`src/rtl/decode_execute_register.sv`:
```
// Decode-to-execute pipeline register with stall hold, flush bubbles, a valid
// bit and a saturating bubble counter.
module decode_execute_register #(
  parameter int unsigned DATA_WIDTH     = 32,
  parameter int unsigned VEC_WIDTH      = 128,
  parameter int unsigned REG_ADDR_WIDTH = 5,
  parameter int unsigned CNT_WIDTH      = 16
) (
  input  logic                      clk,
  input  logic                      rst,
  input  logic                      StallE,
  input  logic                      FlushE,
  input  logic                      ValidD,
  input  logic                      PCSrcD,
  input  logic                      RegWriteD,
  input  logic                      RegWriteVD,
  input  logic                      MemtoRegD,
  input  logic                      MemWriteD,
  input  logic                      MemSrcD,
  input  logic                      MemDataD,
  input  logic                      VecDataD,
  input  logic                      BranchD,
  input  logic                      ALUSrcD,
  input  logic [2:0]                ALUControlD,
  input  logic [1:0]                FlagWriteD,
  input  logic [DATA_WIDTH-1:0]     RD1D,
  input  logic [DATA_WIDTH-1:0]     RD2D,
  input  logic [VEC_WIDTH-1:0]      VRD1D,
  input  logic [VEC_WIDTH-1:0]      VRD2D,
  input  logic [DATA_WIDTH-1:0]     ExtImmD,
  input  logic [REG_ADDR_WIDTH-1:0] RdD,
  output logic                      PCSrcE,
  output logic                      RegWriteE,
  output logic                      RegWriteVE,
  output logic                      MemtoRegE,
  output logic                      MemWriteE,
  output logic                      MemSrcE,
  output logic                      MemDataE,
  output logic                      VecDataE,
  output logic                      BranchE,
  output logic                      ALUSrcE,
  output logic [2:0]                ALUControlE,
  output logic [1:0]                FlagWriteE,
  output logic [DATA_WIDTH-1:0]     RD1E,
  output logic [DATA_WIDTH-1:0]     RD2E,
  output logic [VEC_WIDTH-1:0]      VRD1E,
  output logic [VEC_WIDTH-1:0]      VRD2E,
  output logic [DATA_WIDTH-1:0]     ExtImmE,
  output logic [REG_ADDR_WIDTH-1:0] RdE,
  output logic                      ValidE,
  output logic [CNT_WIDTH-1:0]      BubbleCount
);

  typedef struct packed {
    logic       pc_src;
    logic       reg_write;
    logic       reg_write_v;
    logic       mem_to_reg;
    logic       mem_write;
    logic       mem_src;
    logic       mem_data;
    logic       vec_data;
    logic       branch;
    logic       alu_src;
    logic [2:0] alu_control;
    logic [1:0] flag_write;
  } ctrl_t;

  typedef struct packed {
    logic [DATA_WIDTH-1:0]     rd1;
    logic [DATA_WIDTH-1:0]     rd2;
    logic [VEC_WIDTH-1:0]      vrd1;
    logic [VEC_WIDTH-1:0]      vrd2;
    logic [DATA_WIDTH-1:0]     ext_imm;
    logic [REG_ADDR_WIDTH-1:0] rd;
  } data_t;

  localparam logic [CNT_WIDTH-1:0] CNT_MAX = {CNT_WIDTH{1'b1}};

  ctrl_t                ctrl_in_c;
  data_t                data_in_c;
  ctrl_t                ctrl_d, ctrl_q;
  data_t                data_d, data_q;
  logic                 valid_d, valid_q;
  logic [CNT_WIDTH-1:0] cnt_d, cnt_q;
  logic                 bubble_c;

  assign ctrl_in_c = '{pc_src: PCSrcD, reg_write: RegWriteD, reg_write_v: RegWriteVD,
                       mem_to_reg: MemtoRegD, mem_write: MemWriteD, mem_src: MemSrcD,
                       mem_data: MemDataD, vec_data: VecDataD, branch: BranchD,
                       alu_src: ALUSrcD, alu_control: ALUControlD, flag_write: FlagWriteD};
  assign data_in_c = '{rd1: RD1D, rd2: RD2D, vrd1: VRD1D, vrd2: VRD2D,
                       ext_imm: ExtImmD, rd: RdD};

  // Next-state: flush beats stall beats load; an invalid slot loads as a control-free bubble.
  always_comb begin
    ctrl_d   = ctrl_q;
    data_d   = data_q;
    valid_d  = valid_q;
    cnt_d    = cnt_q;
    bubble_c = 1'b0;
    if (FlushE) begin
      ctrl_d   = '0;
      data_d   = '0;
      valid_d  = 1'b0;
      bubble_c = 1'b1;
    end else if (!StallE) begin
      data_d   = data_in_c;
      valid_d  = ValidD;
      ctrl_d   = ValidD ? ctrl_in_c : '0;
      bubble_c = !ValidD;
    end
    if (bubble_c && (cnt_q != CNT_MAX)) begin
      cnt_d = cnt_q + CNT_WIDTH'(1);
    end
  end

  always_ff @(posedge clk) begin
    if (rst) begin
      ctrl_q  <= '0;
      data_q  <= '0;
      valid_q <= 1'b0;
      cnt_q   <= '0;
    end else begin
      ctrl_q  <= ctrl_d;
      data_q  <= data_d;
      valid_q <= valid_d;
      cnt_q   <= cnt_d;
    end
  end

  assign PCSrcE      = ctrl_q.pc_src;
  assign RegWriteE   = ctrl_q.reg_write;
  assign RegWriteVE  = ctrl_q.reg_write_v;
  assign MemtoRegE   = ctrl_q.mem_to_reg;
  assign MemWriteE   = ctrl_q.mem_write;
  assign MemSrcE     = ctrl_q.mem_src;
  assign MemDataE    = ctrl_q.mem_data;
  assign VecDataE    = ctrl_q.vec_data;
  assign BranchE     = ctrl_q.branch;
  assign ALUSrcE     = ctrl_q.alu_src;
  assign ALUControlE = ctrl_q.alu_control;
  assign FlagWriteE  = ctrl_q.flag_write;
  assign RD1E        = data_q.rd1;
  assign RD2E        = data_q.rd2;
  assign VRD1E       = data_q.vrd1;
  assign VRD2E       = data_q.vrd2;
  assign ExtImmE     = data_q.ext_imm;
  assign RdE         = data_q.rd;
  assign ValidE      = valid_q;
  assign BubbleCount = cnt_q;

endmodule

```
`config.mk`:
```
export PLATFORM = sky130hd
export DESIGN_NAME = decode_execute_register
export DESIGN_NICKNAME = d
export VERILOG_FILES = /design/src/rtl/decode_execute_register.sv
export SDC_FILE = /design/constraint.sdc
export NUM_CORES = 1
export LEC_CHECK = 0
export ABC_AREA = 1
export BUFFER_PORTS_ARGS = -buffer_cell sky130_fd_sc_hd__buf_2
export CORE_AREA = 2 2 297 299
export CTS_BUF_LIST = sky130_fd_sc_hd__clkbuf_8
export DETAILED_ROUTE_END_ITERATION = 6
export DIE_AREA = 0 0 299 301
export PLACE_DENSITY = 0.4
export SLEW_MARGIN = 20
export SYNTH_ARGS = -nofsm -noshare
export SYNTH_HDL_FRONTEND = slang
export SYNTH_SLANG_ARGS = --single-unit
```
`constraint.sdc`:
```
create_clock -name clk -period 1.55 [get_ports clk]
set_input_delay 0.31 -clock clk [delete_from_list [all_inputs] [get_ports clk]]
set_output_delay 0.31 -clock clk [all_outputs]
set_load 0.05 [all_outputs]
```
; Word level (Yosys, flattened, before mapping)
; Cells that the tools add are included.
[op_classes]
n_eq_ne = 1
n_reduce_logical = 3
addsub = 1
n_mux = 3
[ops]
columns = op, n
row1 = $add 16x1->16 const B, 1
row2 = $ne 16x16->1 const B, 1
row3 = $mux 15, 1
row4 = $mux 1, 2
row5 = $reduce_or 2->1, 1
row6 = $logic_and 1x1->1, 1
row7 = $logic_not 1->1, 1
[totals]
register_bits = 389
inputBits = 377
elab_cells = 28

; Logic depth before layout (Yosys ltp)
; Gate-level depths: netlist of run 1.
[depth]
word_depth = 4
ltp_mapped = 10

; Worst setup path before layout of run 1
; Ideal clock, no wire load.
[synth_path]
path_type = reg2reg
startpoint = register cnt_q[0], in the netlist BubbleCount[0]
endpoint = register cnt_q[11], in the netlist BubbleCount[11]
slack_ps = -283
n_path_buf = 1
setup_time_ps = 117
stages_incl_launch_ff = 10
t_arrival_ps = 1716
path_cell_list = dfxtp_1 ha_1 nand2_1 nor2_4 nand2_2 nor2_4 nor2_2 buf_6 a21oi_1 nor2_1
[synth_via]
elab_chain_len = 2
word_cells_on_any_way = 3
classes_between = add/sub (1) / eq/ne (1) / reduce/logical (1)
[synth_rtl]
columns = element, line_no
row1 = "start, declared", 85  ; logic [CNT_WIDTH-1:0] cnt_d, cnt_q;
row2 = "start signal, assigned", 128  ; cnt_q <= cnt_d;
row3 = "parallel branches: the longest is 2 deep, another holds $add 16x1->16", n/a
; Parallel ways; which one is timed is not known.
; A chain may end at the register's enable or synchronous reset.

; Worst setup path after layout of run 1
[layout_path]
startpoint = input port rst
endpoint = register ctrl_q (netlist bit BranchE)
[layout_via]
elab_chain_len = 1
[layout_rtl]
columns = element, line_no
row1 = "start, declared", 10  ; input logic rst,
row2 = $reduce_or 2->1 (no line), n/a
row3 = "end signal, assigned", 125  ; ctrl_q <= ctrl_d;
row4 = "end, declared", 82  ; ctrl_t ctrl_d, ctrl_q;
; No other way between the ends.

==> results.cfg, run 1 <==
[run_status]
status = completed

[clocking]
h-tree-depth = 3
insertion_delay_ns = 0.68
cts_tree = yes
cts_root_buffer = clkbuf_8
cts_sinks = 389
cts_buffer_depth = 3
cts_buffers = 76
clkTransAtPathRegs_ns = 0.06

[routing]
post_drt_wl_per_cell_um = 15.0
ant_nets = 0
firstDrtPassIters = 6
via_count = 16300
drc = 0
wirelength_mm = 63.4
first_iter_violations = 840
vias_per_cell = 3.87

[floorplanning]
die_h_um = 301
coreArea_um2 = 86500
row_count = 108
io_pins = 766
fp.dieArea_um2 = 90000
die_w_um = 299
start_util_pct = 15.8

[pwr]
pwr-share-comb_pct = 18.3
p_sw_share_pct = 29.0
p_leak_nw = 12.7
clkPwrFrac_pct = 40.1
ir_worst_vdd_mv = 0.628
p_per_area_nw_per_um2 = 864
p_int_mw = 18.2
power.switching_mw = 7.41
pwr-share-seq_pct = 41.5

[timing]
setup_violations = 0
min_period_ns = 1.54
relSlewSlack_pct = 75.8
fmax_mhz = 649
postLayoutSetupSlackWorst_ns = 0.00826
finalClockSkew_ns = 0.0237
finalHoldViolations = 0
max_slew.worst_pin.slew_ns = 0.363
period_share_pct = 99.5
tns_ns = 0
holdWs_ns = 0.131
rsz0062_at_grt = true
report.final.slew_viol_count = 0

[yosys]
synth_warnings = 0
yosys-top-cells-area = dfxtp_1, nand2_1, a21oi_1
synth_seq_cells = 389
syn_area_per_cell_um2 = 7.76
synth_cell_types = 22
synth_top_area_share_pct = 56.9
synth_top_family_by_area = simple AND/OR/NAND/NOR gates
synth_async_sr_flop_share_pct = 0
synth_top_area_cell = dfxtp_1
yosysSeqAreaShare_pct = 56.9
muxShareOfSynthArea_pct = 0
synth-compound-area-share_pct = 14.0
syn_nets = 2143
yosysMostFrequentCell = nand2_1
synthAdderAreaFrac_pct = 0.0913
synth-edff-count = 0
ys.flop_type = dfxtp_1
syn_area_um2 = 13700
synth-simple-area-share_pct = 23.9
synth_xor_area_share_pct = 0.0639
synthCells = 1765
yosys-top-cells-count = nand2_1, dfxtp_1, a21oi_1, buf_2, clkbuf_1

[critical_path]
critical_path.startpoint_type = input pin
r2r_end = BubbleCount[2]
crit_fanout = 8
reg2reg_setup_slack_ns = 0.10
critPathRequiredTime_ns = 2.16
end_kind = flop
r2r_start = BubbleCount[0]
worstPathArrival_ns = 2.15
worst_r2r_path_depth = 10
crit_type = in -> reg

[global_routing]
grt_pass1_wl_mm = 94.6
antenna_found_initial = 1
grt_start_max_net_pins = 71
globalRouteOverflowTotal = 0
gr-usage-all-layers_pct = 13.2
grt_pass1_vias = 17100

[worst_hold_path]
holdPathEnd = ExtImmE[21]
hold_depth = 4
hp-start = StallE
hp-class = in -> reg

[job]
maxCapViolCount = 0

[place]
io_buffers = 765
post-place-ws_ns = 0.0989
gp_congestion = 0.794
post-dp-hpwl_mm = 42.7
dpl-instance-area_um2 = 19300

[final_layout]
nNetsFinal = 3387
area_growth_pct = 116
fill_cells = 8895
finalInstanceArea_um2 = 29600
fin_util_pct = 34.2
drive_gt1_share_pct = 47.0
repair_timing:
action | CTS | global route
hold buffers | 375 | 0
resized for setup | 1508 | 59
pin swaps | 0 | 4
hold endpoints to repair | 375 | 0
endpoints found under the setup margin | 389 | 404
cloned | 0 | 1
setup buffers | 31 | 50
worst max-delay path by stage:
stage                          startpoint               to  slack (ns)  depth (start not counted)
after floorplan            BubbleCount[0]  BubbleCount[11]        0.04                          9
after global placement     BubbleCount[0]   BubbleCount[2]        0.09                          9
after detailed placement   BubbleCount[0]   BubbleCount[2]         0.1                          9
after CTS                 BubbleCount[12]  BubbleCount[12]       -0.12                          1
after global routing      BubbleCount[10]  BubbleCount[10]       -0.07                          1
final                                 rst          BranchE       0.008                          8
metal layers:
layer	GRT usage (%)	up-vias	share of wire, %
li1	-	8132	-
met4	6.19	0	3.3
met1	14.3	7452	39
met5	0	-	0
met2	23.4	628	50
met3	4.35	113	7.7
cell families (layout without fill, tap and decap cells):
logic type	after synthesis	in the layout
DFF	389	389
adders and majority gates	1	1
other	0	1
and+or+nand+nor	846	846
AOI/OAI and AO/OA	382	382
xor gates and xnor gates	1	1
buffers and inverters	146	1445
worst max-delay path: stages:
cell,delay (ns)
dlygate4sd3_1,0.54
buf_2,0.15
inv_2,0.07
nand2_4,0.11
buf_12,0.15
buf_4,0.15
a21oi_1,0.11
dlygate4sd3_1,0.55
flip-flops by register name (all words and copies together) (netlist names), 3 cells and up:
register / cells
ALUControlE: 3
BubbleCount: 16
VRD1E: 128
RD2E: 32
ExtImmE: 32
RdE: 5
VRD2E: 128
RD1E: 32
layout by cell type (no fill, tap or decap), drive strengths merged, types with 3 or more instances in the layout:
master       instances
dlygate4sd3        375
a21oi              379
dfxtp              389
nor3                 4
clkbuf              94
clkinvlp             3
nand3               15
buf                915
clkinv               4
inv                 53
nor2                36
nand2              790
o21ai                3
final cells by class:
cell class / count / area (µm²) / area share (%)
Clock inverter: 40 / 203 / 0.685
Timing Repair Buffer: 1291 / 12900 / 43.8
Clock buffer: 93 / 1280 / 4.33
Multi-Input combinational cell: 1230 / 5280 / 17.8
Sequential cell: 389 / 8340 / 28.2
Tap cell: 1155 / 1450 / 4.89
Antenna cell: 1 / 2.50 / 0.00846
Inverter: 21 / 86.3 / 0.292
power groups by stage:
stage                     combinational, mW  clock (mW)  sequential (mW)
after global routing                   4.98        11.2             10.6
final                                  4.69        10.3             10.6
after global placement                 3.24           0             10.7
after CTS                              4.60        10.8             10.6
after detailed placement               3.23           0             10.7
after floorplan                       0.846           0             11.7
stage by stage:
stage          cells  total power [mW]
3_3_place_gp    3632              13.9
4_1_cts         4168              26.0
5_1_grt         4220              26.9
3_5_place_dp    3632              13.9
6_report        4220              25.6
2_1_floorplan   1765              12.6
(Power assumes the default switching activity.)
==> run 2, diff against run 1 <==
- CAP_MARGIN: unset -> 20
- PLACE_DENSITY: 0.4 -> 0.41
- clock period: 1.55 -> 1.4 ns (I/O delays scaled with it)
==> run 2 against run 1 <==
  * The flow now finishes with violations (negative setup slack)
  * Core utilization increased by 0.82 points
  * Register-to-register slack worse by 0.21 ns
  * Hold slack lost 0.016 ns
  * Clock-buffer cell count is 1 higher
  * Cell count grew 1.3%
  * Cell area rose by 2.4%
  * Total power grew 13%
  * Combinational power rose by 13%
  * Sequential cell count did not move
  * Worst setup slack got worse by 0.17 ns
  * First-iteration DRC count fell by 3.6%
  * Via count increased by 1.8%
  * Largest cell class unchanged
==> results.cfg, run 2 (synthesis results as in run 1) <==
[run_status]
status = finished with violations
violations = negative setup slack

[final_layout]
layout_common_cells = nand2_1, buf_2, dlygate4sd3_1, a21oi_1, buf_8
fin_util_pct = 35.0
drive_gt1_share_pct = 48.6
final_common_cell = nand2_1
area_growth_pct = 121
nNetsFinal = 3434
stdcell_count = 4275

[critical_path]
crit_fanout = 2
worstPathArrival_ns = 1.28
critical_path.startpoint_type = flop
end_kind = primary output
crit_type = reg -> out
critPathRequiredTime_ns = 1.12

[routing]
firstDrtPassIters = 7
first_iter_violations = 810
post_drt_wl_per_cell_um = 15.3
drc = 0
ant_nets = 0
via_count = 16600
wirelength_mm = 65.5
vias_per_cell = 3.89

[place]
post-dp-hpwl_mm = 44.7
io_buffers = 765
numPlacedInstances = 3655
post-place-ws_ns = -0.0189
gp_congestion = 0.817

[pwr]
p_per_area_nw_per_um2 = 954
power_mw = 28.9
p_leak_nw = 13.1
ir_worst_vdd_mv = 0.749

[floorplanning]
die_w_um = 299
row_count = 108
start_util_pct = 15.8
io_pins = 766
coreArea_um2 = 86500
fp.dieArea_um2 = 90000
die_h_um = 301

[timing]
max_slew.worst_pin.slew_ns = 0.625
setup_violations = 328
fmax_mhz = 641
report.final.slew_viol_count = 0
rsz0062_at_grt = true
period_share_pct = 111
min_period_ns = 1.56
finalHoldViolations = 0
relSlewSlack_pct = 58.2
postLayoutSetupSlackWorst_ns = -0.160
finalClockSkew_ns = 0.0230

[clocking]
insertion_delay_ns = 0.65
cts_root_buffer = clkbuf_8
cts_tree = yes
h-tree-depth = 3
cts_buffers = 76
cts_sinks = 389
cts_buffer_depth = 3
clkTransAtPathRegs_ns = 0.06

[global_routing]
grt_pass1_vias = 17000
globalRouteOverflowTotal = 0
antenna_found_initial = 4
grt_pass1_wl_mm = 96.4
grt_start_max_net_pins = 69
gr-usage-all-layers_pct = 13.6

[worst_hold_path]
hp-class = in -> reg

[job]
maxCapViolCount = 0
run 2: final cells by class:
type	instances	area [µm²]
clock inverters	46	275
fillers	8784	56200
diodes	2	5.00
repair buffers	1338	13400
multi-input cells	1230	5460
inverters	21	88.8
well taps	1155	1450
clock buffers	94	1290
flip-flops and latches	389	8330
run 2: worst paths after layout:
check / start / end / slack, ns / cells after the start
min reg2reg: RD1E[20] / RD1E[20] / 0.47 / 2
max reg2reg: BubbleCount[5] / BubbleCount[2] / -0.11 / 9
max: ALUControlE[1] / ALUControlE[1] / -0.16 / 2
min: StallE / ALUControlE[1] / 0.11 / 5
run 2: worst max-delay path, cell delays in order, from the launching register on:
cell and delay, ns:
dfxtp_2 0.33, buf_8 0.14, buf_8 0.15
run 2: metal layers:
metal / wire, µm / track usage [%]
met5: 23 / 0
met4: 2530 / 6.15
met3: 5300 / 4.86
met2: 33700 / 24.6
met1: 23900 / 14.1
run 2: what timing repair did:
action                                   CTS  global route
pin swaps                                  0            20
resized for setup                       1520            91
setup buffers                             42            66
endpoints found under the setup margin   389           405
endpoints found under the hold margin    374             0
hold buffers                             373             0
run 2: through the flow:
stage | TNS [ns] | hold WS (ns) | instance area, µm²
4_1_cts | -45.32 | 0.0206 | 29400
5_1_grt | -45.46 | 0.0611 | 30300
6_report | -7.78 | 0.115 | 30300
3_5_place_dp | -0.0389 | 0.446 | 19600
3_3_place_gp | 0 | 0.447 | 19600
2_1_floorplan | -0.174 | 0.342 | 13800
run 2: report_power, final:
part	internal, mW	switching, mW	total [mW]
registers	11.5	0.308	11.8
clock network	6.47	5.34	11.8
logic	2.57	2.75	5.32
==> run 3, diff against run 2 <==
- CELL_PAD_IN_SITES_DETAIL_PLACEMENT: unset -> 0
- CELL_PAD_IN_SITES_GLOBAL_PLACEMENT: unset -> 1
- CORE_AREA: 2 2 297 299 -> 2 2 301 303
- DIE_AREA: 0 0 299 301 -> 0 0 303 305
- PLACE_DENSITY: 0.41 -> 0.52
==> run 3 against run 2 <==
  * The run ends with design-rule violations, negative setup slack left
  * Sequential cell count is the same
  * Sequential share of layout area increased by 0.71 points
  * Worst setup slack better by 0.037 ns
  * Cell area down 2.3%
  * Non-clock buffer count fell by 42
  * Hold slack better by 0.074 ns
  * Via count shrank 2.5%
  * Global-route usage fell by 0.47 points
  * Fmax up 2.4%
  * Routed wire length fell by 2.0%
  * Critical path type unchanged
==> results.cfg, run 3 (synthesis results as in run 1) <==
[worst_hold_path]
hold_depth = 5
hp-class = in -> reg
hp-start = FlushE
holdPathEnd = BubbleCount[3]

[pwr]
ir_worst_vdd_mv = 0.601
p_leak_nw = 12.6
p_per_area_nw_per_um2 = 925
power_mw = 27.4

[place]
numPlacedInstances = 3669
post-place-ws_ns = -0.0146
io_buffers = 765
post-dp-hpwl_mm = 45.1
gp_congestion = 0.783

[routing]
ant_nets = 0
drc = 53
via_count = 16200
post_drt_wl_per_cell_um = 15.2
wirelength_mm = 64.2
firstDrtPassIters = 7
first_iter_violations = 854
vias_per_cell = 3.83

[critical_path]
critical_path.startpoint_type = flop
critPathRequiredTime_ns = 1.12
r2r_start = BubbleCount[0]
end_kind = primary output
reg2reg_setup_slack_ns = -0.11
crit_type = reg -> out
r2r_end = BubbleCount[2]
worst_r2r_path_depth = 10
slowest_delay_ns = 0.32
crit_fanout = 2
worstPathArrival_ns = 1.24
crit_chain = buf_6, buf_8
cp_slowest_cell = dfxtp_2

[run_status]
violations = design-rule violations, negative setup slack
status = finished with violations

[global_routing]
gr-usage-all-layers_pct = 13.1
grt_start_max_net_pins = 65
grt_pass1_vias = 16600
globalRouteOverflowTotal = 0
antenna_found_initial = 2
grt_pass1_wl_mm = 94.7

[floorplanning]
row_count = 110
coreArea_um2 = 89300
die_h_um = 305
start_util_pct = 15.3
io_pins = 766
die_w_um = 303
fp.dieArea_um2 = 92400

[timing]
finalClockSkew_ns = 0.0123
rsz0062_at_grt = true
fmax_mhz = 656
report.final.slew_viol_count = 0
finalHoldViolations = 0
period_share_pct = 109
relSlewSlack_pct = 71.9
max_slew.worst_pin.slew_ns = 0.422
min_period_ns = 1.52
setup_violations = 399
postLayoutSetupSlackWorst_ns = -0.123
holdWs_ns = 0.189

[final_layout]
stdcell_count = 4232
register_area_um2 = 8350
fin_util_pct = 33.1
nNetsFinal = 3392
layout_common_cells = nand2_1, dlygate4sd3_1, buf_2, a21oi_1, buf_8
fill_cells = 9351
final_common_cell = nand2_1
multiInputGateArea_um2 = 5400
drive_gt1_share_pct = 47.5
area_growth_pct = 116

[clocking]
cts_buffer_depth = 3
h-tree-depth = 3
insertion_delay_ns = 0.67
cts_root_buffer = clkbuf_8
cts_buffers = 76
cts_sinks = 389
clkTransAtPathRegs_ns = 0.06
cts_tree = yes

[job]
maxCapViolCount = 0
run 3: cell count changes in the layout (fill, tap and decap cells not counted), sizes merged:
cell	change
inv	-9
clkbuf	-9
buf	-44
clkinv	-2
bufinv	-2
dlygate4sd3	+2
run 3: final cells by class:
class	instances	area share (%)
repair buffers	1296	43.8
flip-flops and latches	389	28.2
multi-input cells	1230	18.3
well taps	1176	4.98
clock buffers	85	3.96
clock inverters	33	0.461
inverters	21	0.300
diodes	2	0.0169
run 3: power breakdown:
| part | total (mW) | leakage, nW | internal [mW] | switching, mW |
|---|---|---|---|---|
| clock | 10.4 | 0.771 | 5.44 | 4.98 |
| combinational | 5.18 | 8.50 | 2.48 | 2.70 |
| sequential | 11.8 | 3.35 | 11.4 | 0.314 |
| total | 27.4 | 12.6 | 19.4 | 7.99 |
run 3: through the flow:
stage / area (µm²) / TNS, ns
CTS: 29000 / -57.81
detailed placement: 19400 / -0.0146
finish: 29600 / -13.36
global route: 29600 / -55.71
floorplan: 13800 / -0.174
global placement: 19400 / -0.0141
run 3: worst max path at each step:
stage / startpoint / endpoint / slack (ns) / cells past startpoint
finish: BubbleCount[10] / BubbleCount[10] / -0.12 / 2
CTS: BubbleCount[10] / BubbleCount[10] / -0.25 / 2
detailed placement: StallE / BubbleCount[2] / -0.01 / 7
global route: BubbleCount[13] / BubbleCount[13] / -0.25 / 2
global placement: BubbleCount[0] / BubbleCount[6] / -0.01 / 9
floorplan: BubbleCount[1] / BubbleCount[7] / -0.04 / 9
run 3: timing repair:
| action | in CTS | in global routing |
|---|---|---|
| setup buffers | 28 | 44 |
| endpoints found under the hold margin | 375 | 0 |
| resized for setup | 1517 | 76 |
| hold buffers | 375 | 0 |
| setup endpoints to repair | 390 | 405 |
| pin swaps | 0 | 13 |
run 3: metal layers:
| layer | part of all wire (%) | vias up | global-route usage [%] |
|---|---|---|---|
| met4 | 2.9 | 0 | 4.72 |
| li1 | - | 8142 | - |
| met3 | 7.2 | 122 | 4.18 |
| met5 | 0 | - | 0 |
| met2 | 52 | 529 | 23.8 |
| met1 | 38 | 7412 | 14.1 |
run 3: worst max-delay path, delay by kind of cell, from the launching register on:
| kind | cells | cell delay, ns |
|---|---|---|
| buffers and inverters | 2 | 0.26 |
| flip-flops | 1 | 0.32 |
